`config.mk`:
```
export PLATFORM = sky130hd
export DESIGN_NAME = sysctrl_gen
export DESIGN_NICKNAME = d
export VERILOG_FILES = /design/src/rtl/sysctrl_pkg.sv /design/src/rtl/sysctrl_irq.sv /design/src/rtl/sysctrl_gen.sv
export SDC_FILE = /design/constraint.sdc
export NUM_CORES = 1
export LEC_CHECK = 0
export BUFFER_PORTS_ARGS = -buffer_cell sky130_fd_sc_hd__buf_2
export CAP_MARGIN = 0
export CELL_PAD_IN_SITES_DETAIL_PLACEMENT = 0
export CELL_PAD_IN_SITES_GLOBAL_PLACEMENT = 1
export CORE_UTILIZATION = 44
export CTS_CLUSTER_SIZE = 14
export DETAILED_ROUTE_END_ITERATION = 10
export PLACE_DENSITY_LB_ADDON = 0.1
export SLEW_MARGIN = 10
export SYNTH_ARGS = -nofsm -noshare
export SYNTH_HDL_FRONTEND = slang
export SYNTH_SLANG_ARGS = --single-unit
```
`constraint.sdc`:
```
create_clock -name clk -period 7.75 [get_ports clk]
set_input_delay 1.55 -clock clk [delete_from_list [all_inputs] [get_ports clk]]
set_output_delay 1.55 -clock clk [all_outputs]
set_load 0.05 [all_outputs]
```
`src/rtl/sysctrl_pkg.sv`:
```
// Shared constants and helpers for the generic MCU system control block.
package sysctrl_pkg;

  localparam logic [7:0] CMD_STATUS   = 8'h00;
  localparam logic [7:0] CMD_LEDS     = 8'h01;
  localparam logic [7:0] CMD_COLOR    = 8'h02;
  localparam logic [7:0] CMD_BUTTONS  = 8'h03;
  localparam logic [7:0] CMD_CFG_WR   = 8'h04;
  localparam logic [7:0] CMD_INT_ACK  = 8'h05;
  localparam logic [7:0] CMD_INT_MASK = 8'h06;
  localparam logic [7:0] CMD_CFG_RD   = 8'h07;

  localparam logic [7:0] MAGIC_0      = 8'h5C;
  localparam logic [7:0] MAGIC_1      = 8'h42;
  localparam logic [7:0] CFG_ID_BASE  = "A";
  localparam logic [7:0] RESP_UNKNOWN = 8'hFF;

  // Byte position within a command frame; saturates at ST_P15.
  typedef enum logic [3:0] {
    ST_IDLE, ST_P1, ST_P2, ST_P3, ST_P4, ST_P5, ST_P6, ST_P7,
    ST_P8, ST_P9, ST_P10, ST_P11, ST_P12, ST_P13, ST_P14, ST_P15
  } state_t;

  function automatic logic [7:0] bitrev8(input logic [7:0] b);
    logic [7:0] r;
    for (int unsigned i = 0; i < 8; i++) r[i] = b[7-i];
    return r;
  endfunction

  // True when a letter id addresses config slot 'slot'.
  function automatic logic cfg_id_match(input logic [7:0] id, input int unsigned slot);
    return {24'd0, id} == ({24'd0, CFG_ID_BASE} + slot);
  endfunction

endpackage

```
`src/rtl/sysctrl_irq.sv`:
```
// Interrupt latch: rising-edge capture, pending/mask registers, active-low summary.
module sysctrl_irq
  import sysctrl_pkg::*;
#(
  parameter int unsigned NUM_INT = 8
) (
  input  logic               clk,
  input  logic               reset,
  input  logic [NUM_INT-1:0] int_in,
  input  logic               ack_en,
  input  logic [NUM_INT-1:0] ack_bits,
  input  logic               mask_wr,
  input  logic [NUM_INT-1:0] mask_data,
  output logic [NUM_INT-1:0] pending,
  output logic [NUM_INT-1:0] mask,
  output logic               int_out_n
);

  // Bit 0 is the coldboot flag; only reset sets it.
  localparam logic [NUM_INT-1:0] EDGE_EN = ~NUM_INT'(1);

  logic [NUM_INT-1:0] int_q;
  logic [NUM_INT-1:0] rise;
  logic [NUM_INT-1:0] clr;

  // Edge detect against the registered copy; ack only when requested.
  always_comb begin
    rise = int_in & ~int_q & EDGE_EN;
    clr  = ack_en ? ack_bits : '0;
  end

  // Pending/mask state; a coincident edge beats an ack.
  always_ff @(posedge clk) begin
    if (reset) begin
      int_q   <= int_in;
      pending <= NUM_INT'(1);
      mask    <= '1;
    end else begin
      int_q   <= int_in;
      pending <= (pending & ~clr) | rise;
      if (mask_wr) mask <= mask_data;
    end
  end

  assign int_out_n = ~|(pending & mask);

endmodule

```
`src/rtl/sysctrl_gen.sv`:
```
// Generic MCU-to-FPGA system control: command decoder, config bank, LEDs, colour, IRQs.
module sysctrl_gen
  import sysctrl_pkg::*;
#(
  parameter logic [7:0]           CORE_ID     = 8'h00,
  parameter int unsigned          NUM_CFG     = 26,
  parameter logic [NUM_CFG*8-1:0] CFG_DEFAULT = '0,
  parameter int unsigned          NUM_INT     = 8,
  parameter int unsigned          NUM_BTN     = 2
) (
  input  logic                 clk,
  input  logic                 reset,
  input  logic                 data_in_strobe,
  input  logic                 data_in_start,
  input  logic [7:0]           data_in,
  output logic [7:0]           data_out,
  output logic                 int_out_n,
  input  logic [NUM_INT-1:0]   int_in,
  input  logic [NUM_BTN-1:0]   buttons,
  output logic [1:0]           leds,
  output logic [23:0]          color,
  output logic [NUM_CFG*8-1:0] cfg,
  output logic [NUM_CFG-1:0]   cfg_changed
);

  state_t             state, state_nxt;
  logic [7:0]         cmd;
  logic [7:0]         wr_id;
  logic [7:0]         rd_ptr;
  logic [7:0]         rd_sel;
  logic [7:0]         rd_val;
  logic               param_stb;
  logic               ack_en;
  logic               mask_wr;
  logic [NUM_INT-1:0] pending;
  logic [NUM_INT-1:0] mask;

  assign param_stb = data_in_strobe && !data_in_start && (state != ST_IDLE);
  assign ack_en    = param_stb && (cmd == CMD_INT_ACK)  && (state == ST_P1);
  assign mask_wr   = param_stb && (cmd == CMD_INT_MASK) && (state == ST_P1);

  sysctrl_irq #(.NUM_INT(NUM_INT)) u_irq (
    .clk       (clk),
    .reset     (reset),
    .int_in    (int_in),
    .ack_en    (ack_en),
    .ack_bits  (data_in[NUM_INT-1:0]),
    .mask_wr   (mask_wr),
    .mask_data (data_in[NUM_INT-1:0]),
    .pending   (pending),
    .mask      (mask),
    .int_out_n (int_out_n)
  );

  // Frame position register.
  always_ff @(posedge clk) begin
    if (reset) state <= ST_IDLE;
    else       state <= state_nxt;
  end

  // Start restarts a frame; other strobes advance it until saturation.
  always_comb begin
    state_nxt = state;
    if (data_in_strobe) begin
      if (data_in_start)
        state_nxt = ST_P1;
      else if (state != ST_IDLE && state != ST_P15)
        state_nxt = state_t'(4'(state) + 4'd1);
    end
  end

  // Config readback mux: first byte addresses directly, later bytes walk rd_ptr.
  always_comb begin
    rd_sel = (state == ST_P1) ? data_in : rd_ptr;
    rd_val = '0;
    for (int unsigned n = 0; n < NUM_CFG; n++)
      if (cfg_id_match(rd_sel, n)) rd_val = cfg[8*n +: 8];
  end

  // Command execution and registered response.
  always_ff @(posedge clk) begin
    if (reset) begin
      cmd         <= '0;
      wr_id       <= '0;
      rd_ptr      <= '0;
      data_out    <= '0;
      leds        <= '0;
      color       <= '0;
      cfg         <= CFG_DEFAULT;
      cfg_changed <= '0;
    end else begin
      cfg_changed <= '0;
      if (data_in_strobe && data_in_start) begin
        cmd <= data_in;
      end else if (param_stb) begin
        case (cmd)
          CMD_STATUS: begin
            case (state)
              ST_P1:   data_out <= MAGIC_0;
              ST_P2:   data_out <= MAGIC_1;
              ST_P3:   data_out <= CORE_ID;
              default: ;
            endcase
          end
          CMD_LEDS: if (state == ST_P1) leds <= data_in[1:0];
          CMD_COLOR: begin
            case (state)
              ST_P1:   color[15:8]  <= bitrev8(data_in);
              ST_P2:   color[7:0]   <= bitrev8(data_in);
              ST_P3:   color[23:16] <= bitrev8(data_in);
              default: ;
            endcase
          end
          CMD_BUTTONS: data_out <= 8'(buttons);
          CMD_CFG_WR: begin
            if (state == ST_P1) begin
              wr_id <= data_in;
            end else if (state == ST_P2) begin
              for (int unsigned n = 0; n < NUM_CFG; n++) begin
                if (cfg_id_match(wr_id, n)) begin
                  cfg[8*n +: 8]  <= data_in;
                  cfg_changed[n] <= 1'b1;
                end
              end
            end
          end
          CMD_INT_ACK:  data_out <= 8'(pending);
          CMD_INT_MASK: data_out <= 8'(mask);
          CMD_CFG_RD: begin
            data_out <= rd_val;
            // Pointer stops at 8'hFF so a long read never wraps back into 'A'.
            rd_ptr   <= (rd_sel == 8'hFF) ? rd_sel : rd_sel + 8'd1;
          end
          default: data_out <= RESP_UNKNOWN;
        endcase
      end
    end
  end

endmodule

```
==> impl_summary.log <==
INFO  metric clock_tree_from_tritoncts = done
INFO  metric cts-htree-levels = 2
INFO  metric tritoncts_num_sinks = 319
INFO  metric final.setup.tns = 0 ps
INFO  metric vias_in_the_first_global_route = 13.7k
INFO  metric number_of_standard_cell_rows_in_the_floorplan = between 60 and 70
INFO  metric hold_path_startpoint = leds[0]$_SDFFE_PP0P_
INFO  metric ys_seq_area_frac = 0.434
INFO  metric worst_pin_slew = between 1000 and 1500 ps
INFO  metric syn_area_per_cell = 7.81 um^2
INFO  metric areaGrowthSynthToFinish = 19.0%
INFO  metric postSynthNetCount = around 1.9k
INFO  metric path_max_fanout = 24
INFO  metric max_clock_buf_depth = 3
INFO  metric critPathTopFamily = compound AO/OA/AOI/OAI gates
INFO  metric power.density_cell_area = approximately 210 mW/mm^2
INFO  metric fillCellCount = approximately 3.2k
INFO  metric worst_setup_path_start_kind = input port
INFO  metric netlist.top_cell.by_area = sky130_fd_sc_hd__dfxtp_1
INFO  metric drtAntennaViolNets = 0
INFO  metric critical_path.slowest_cell = sky130_fd_sc_hd__a2111oi_0
INFO  metric worst_path_most_repeated_cell = sky130_fd_sc_hd__a211oi_2
INFO  metric ir_worst_vdd = around 180 uV
INFO  metric fin_area = 0.0175 mm^2
INFO  metric power.static_leakage = 7.01 nW
INFO  metric finish.cell_count_without_fillers = about 2.6k
INFO  metric ys.warnings.count = 0
INFO  metric num-nets-final = ~2.1k
INFO  metric ys.flop_type = sky130_fd_sc_hd__dfxtp_1
INFO  metric grt_pass1_wl = between 80 and 90 mm
INFO  metric detailed_route_vias_per_instance = 5.97
INFO  metric setup.reg_to_reg.worst_slack = between 3000 and 4000 ps
INFO  metric rsz0062_at_grt = false
INFO  metric total_switching_power = 0.856 mW
INFO  metric worst_hold_path_type = reg -> reg
INFO  metric r2r_start = state[0]$_SDFFE_PP0P_
INFO  metric floorplan.die_area = between 0.03 and 0.04 mm^2
INFO  metric path_class = in -> reg
INFO  metric placeable_core_region = ~0.033 mm^2
INFO  metric whs_path_depth = 2
INFO  metric share_seq_of_total_power = 0.457
INFO  metric final.period_utilization = 0.603
INFO  metric yosysTopAreaCellShare = 0.434
INFO  metric detailedRoute.firstPassIterationCount = 5
INFO  metric route.detailed.wl_per_inst = around 24 um
INFO  metric placer_s_final_routability_congestion_estimate = between 0.9 and 1
INFO  metric power_share_of_the_clock_group = 0.490
INFO  metric chipHeight = around 180 um
INFO  metric worstSkewPairLatency = ~530 ps
INFO  metric cts_root_buf = sky130_fd_sc_hd__clkbuf_16
INFO  metric grt_usage = 0.347
INFO  metric share_of_layout_cells_above_drive_strength_1 = 0.197
INFO  metric postSynthCellCount = around 1.9k
INFO  metric result_of_the_run = complete, no violations
INFO  metric critical_path.endpoint_type = flip-flop
INFO  metric power.switching_fraction = 0.236
INFO  metric p_int = ~2.8 mW
INFO  metric dr.first_iter.drc_count = 1,713
INFO  metric worst_case_reg_to_reg_path_depth = 9
INFO  metric grt_max_degree = 122
INFO  metric cells_traversed_along_the_worst_timing_path = buf_2, buf_4, nor3b_2, nand4_1, a211oi_1, a2111oi_0, nand3_1, a211oi_2, a211oi_2
INFO  metric cp_data_arrival_time = 5070 ps
INFO  metric synth_area_leaders = sky130_fd_sc_hd__dfxtp_1 43%, sky130_fd_sc_hd__nand2_1 13%, sky130_fd_sc_hd__a21oi_1 8.4%
INFO  metric place_inst = approximately 2.5k
INFO  metric number_of_library_cell_types_mapped_by_synthesis = 86
INFO  metric r2r_end = data_out[4]$_SDFFE_PP0P_
INFO  metric critical-path-max-stage-delay = ~1100 ps
INFO  metric post_cts_buffers = 0
INFO  metric final.min_clock_period = between 4000 and 5000 ps
INFO  metric comb_power_share = 0.053
INFO  metric synthesis.area = approximately 0.015 mm^2
INFO  metric timing.critical_path.buf_inv = 2
INFO  metric setup-violations-final = 0
INFO  metric drv.max_cap_violation_count = 0
INFO  metric count_of_state_elements_after_synthesis = around 320
INFO  metric drc_violation_count_after_routing = 0
INFO  metric post-dp-hpwl = 43.0 mm
INFO  metric clk_transition_reported_paths = approximately 60 ps
INFO  metric design.portCount = about 290
INFO  metric die_width = ~180 um
INFO  metric grt_antenna_before_repair = 0
INFO  metric routed-via-count = roughly 15k
INFO  metric slew-limit-headroom = 0.148
INFO  metric hold_buffers = 0
INFO  metric final_global_route_overflow_total = 0
INFO  metric timing_hold_violations_final = 0
INFO  metric route.final.wire_length = 61.1 mm
INFO  metric asyncSetResetFlopFracSynth = 0
INFO  metric worst_clock_skew = roughly 12 ps
INFO  metric slew_viol_final = 0
INFO  metric synth_edf_count = 0
INFO  metric critical_path_required = approximately 8200 ps
INFO  metric hold_path_end = leds[0]$_SDFFE_PP0P_
INFO  metric max_clock_freq = ~210 MHz
INFO  metric cts-buffers-inserted = 36
INFO  metric initial_standard_cell_utilization_of_the_core = 0.450
INFO  metric numPortBuffers = just under 300
INFO  metric cts_resized = 0
INFO  metric placed_area = approximately 0.016 mm^2
## synthesized netlist by cell type (18+ instances only)
cell type and count:
sky130_fd_sc_hd__nand3_1 34, sky130_fd_sc_hd__dfxtp_1 319, sky130_fd_sc_hd__a22oi_1 18, sky130_fd_sc_hd__nor3_1 29, sky130_fd_sc_hd__buf_2 27, sky130_fd_sc_hd__nand2_1 515
sky130_fd_sc_hd__o21ai_0 39, sky130_fd_sc_hd__and2_1 22, sky130_fd_sc_hd__a21oi_1 247, sky130_fd_sc_hd__mux2i_1 58, sky130_fd_sc_hd__o22ai_1 19, sky130_fd_sc_hd__clkbuf_1 89
sky130_fd_sc_hd__nor2_1 144
## worst max-delay path by stage
stage,start,to,depth (start not counted)
finish,data_in[7],data_out[4]$_SDFFE_PP0P_,9
global route,data_in[7],data_out[4]$_SDFFE_PP0P_,9
CTS,data_in[0],data_out[0]$_SDFFE_PP0P_,10
detailed placement,data_in[0],data_out[0]$_SDFFE_PP0P_,10
global placement,data_in[0],data_out[0]$_SDFFE_PP0P_,10
floorplan,data_in[5],data_out[4]$_SDFFE_PP0P_,7
## power groups by stage
| stage | registers (mW) | logic [mW] | clock network (mW) |
|---|---|---|---|
| floorplan | 1.69 | 0.122 | 0 |
| global placement | 1.69 | 0.186 | 0 |
| detailed placement | 1.69 | 0.188 | 0 |
| CTS | 1.66 | 0.188 | 1.79 |
| global route | 1.66 | 0.201 | 1.87 |
| finish | 1.66 | 0.193 | 1.78 |
## registers in the layout, indices dropped and copies added, names as in the netlist, 4 cells and up
| register | count |
|---|---|
| rd_ptr | 8 |
| data_out | 8 |
| cfg | 208 |
| u_irq.pending | 8 |
| cfg_changed | 26 |
| state | 4 |
| u_irq.int_q | 7 |
| cmd | 8 |
| u_irq.mask | 8 |
| wr_id | 8 |
| color | 24 |
## metrics by stage
| stage | utilization | power [mW] | hold WS (ps) | worst slack, ps |
|---|---|---|---|---|
| after CTS | 0.536 | 3.64 | 455 | 3260 |
| after global routing | 0.536 | 3.73 | 480 | 3140 |
| after global placement | 0.498 | 1.88 | 440 | 2730 |
| after detailed placement | 0.498 | 1.88 | 445 | 2730 |
| final | 0.536 | 3.63 | 449 | 3080 |
| after floorplan | - | 1.82 | 446 | 4250 |
## worst min-delay path, cell delays in order (launching register included)
cell and delay [ps]:
sky130_fd_sc_hd__dfxtp_1 310, sky130_fd_sc_hd__nand2_1 50, sky130_fd_sc_hd__a21oi_1 50
## area by class of cell
cell class	count	area (um^2)	area share
Antenna cell	1	2.50	0.000143
Tap cell	442	553	0.0316
Sequential cell	319	6390	0.364
Clock buffer	50	1040	0.0596
Timing Repair Buffer	310	1610	0.0921
Clock inverter	13	189	0.0108
Inverter	8	30.0	0.00171
Multi-Input combinational cell	1421	7700	0.440
## cell families after synthesis
family / Yosys count / synth area share
simple gates: 880 / 0.269
compound gates: 463 / 0.196
flops: 319 / 0.434
buf+inv: 145 / 0.0436
mux: 68 / 0.0498
xor+xnor: 5 / 0.00298
fa+ha+maj: 5 / 0.00408
## layout by cell type, fill, tap and decap left out, types with 10 or more instances in the layout
| cell type | Yosys | final |
|---|---|---|
| sky130_fd_sc_hd__nand2_1 | 515 | 515 |
| sky130_fd_sc_hd__dfxtp_1 | 319 | 319 |
| sky130_fd_sc_hd__buf_2 | 27 | 288 |
| sky130_fd_sc_hd__a21oi_1 | 247 | 247 |
| sky130_fd_sc_hd__nor2_1 | 144 | 144 |
| sky130_fd_sc_hd__mux2i_1 | 58 | 55 |
| sky130_fd_sc_hd__o21ai_0 | 39 | 39 |
| sky130_fd_sc_hd__clkbuf_16 | 0 | 37 |
| sky130_fd_sc_hd__nand3_1 | 34 | 34 |
| sky130_fd_sc_hd__nor3_1 | 29 | 29 |
| sky130_fd_sc_hd__and2_1 | 22 | 22 |
| sky130_fd_sc_hd__buf_4 | 3 | 21 |
| sky130_fd_sc_hd__o22ai_1 | 19 | 19 |
| sky130_fd_sc_hd__a22oi_1 | 18 | 18 |
| sky130_fd_sc_hd__nor2b_1 | 17 | 17 |
| sky130_fd_sc_hd__nand4_1 | 16 | 16 |
| sky130_fd_sc_hd__a221o_1 | 13 | 13 |
| sky130_fd_sc_hd__nand3b_1 | 13 | 13 |
| sky130_fd_sc_hd__a221oi_1 | 13 | 13 |
| sky130_fd_sc_hd__a211oi_1 | 10 | 10 |
| sky130_fd_sc_hd__nor3b_1 | 10 | 10 |
## layer usage
layer	vias to the layer above	global-route usage	wire, um
met5	-	0	0
met4	0	0.114	1880
met3	121	0.0663	6080
met2	829	0.546	27400
met1	7344	0.477	25700
li1	7004	-	-
Note: power is estimated with default switching activity, not from simulation.
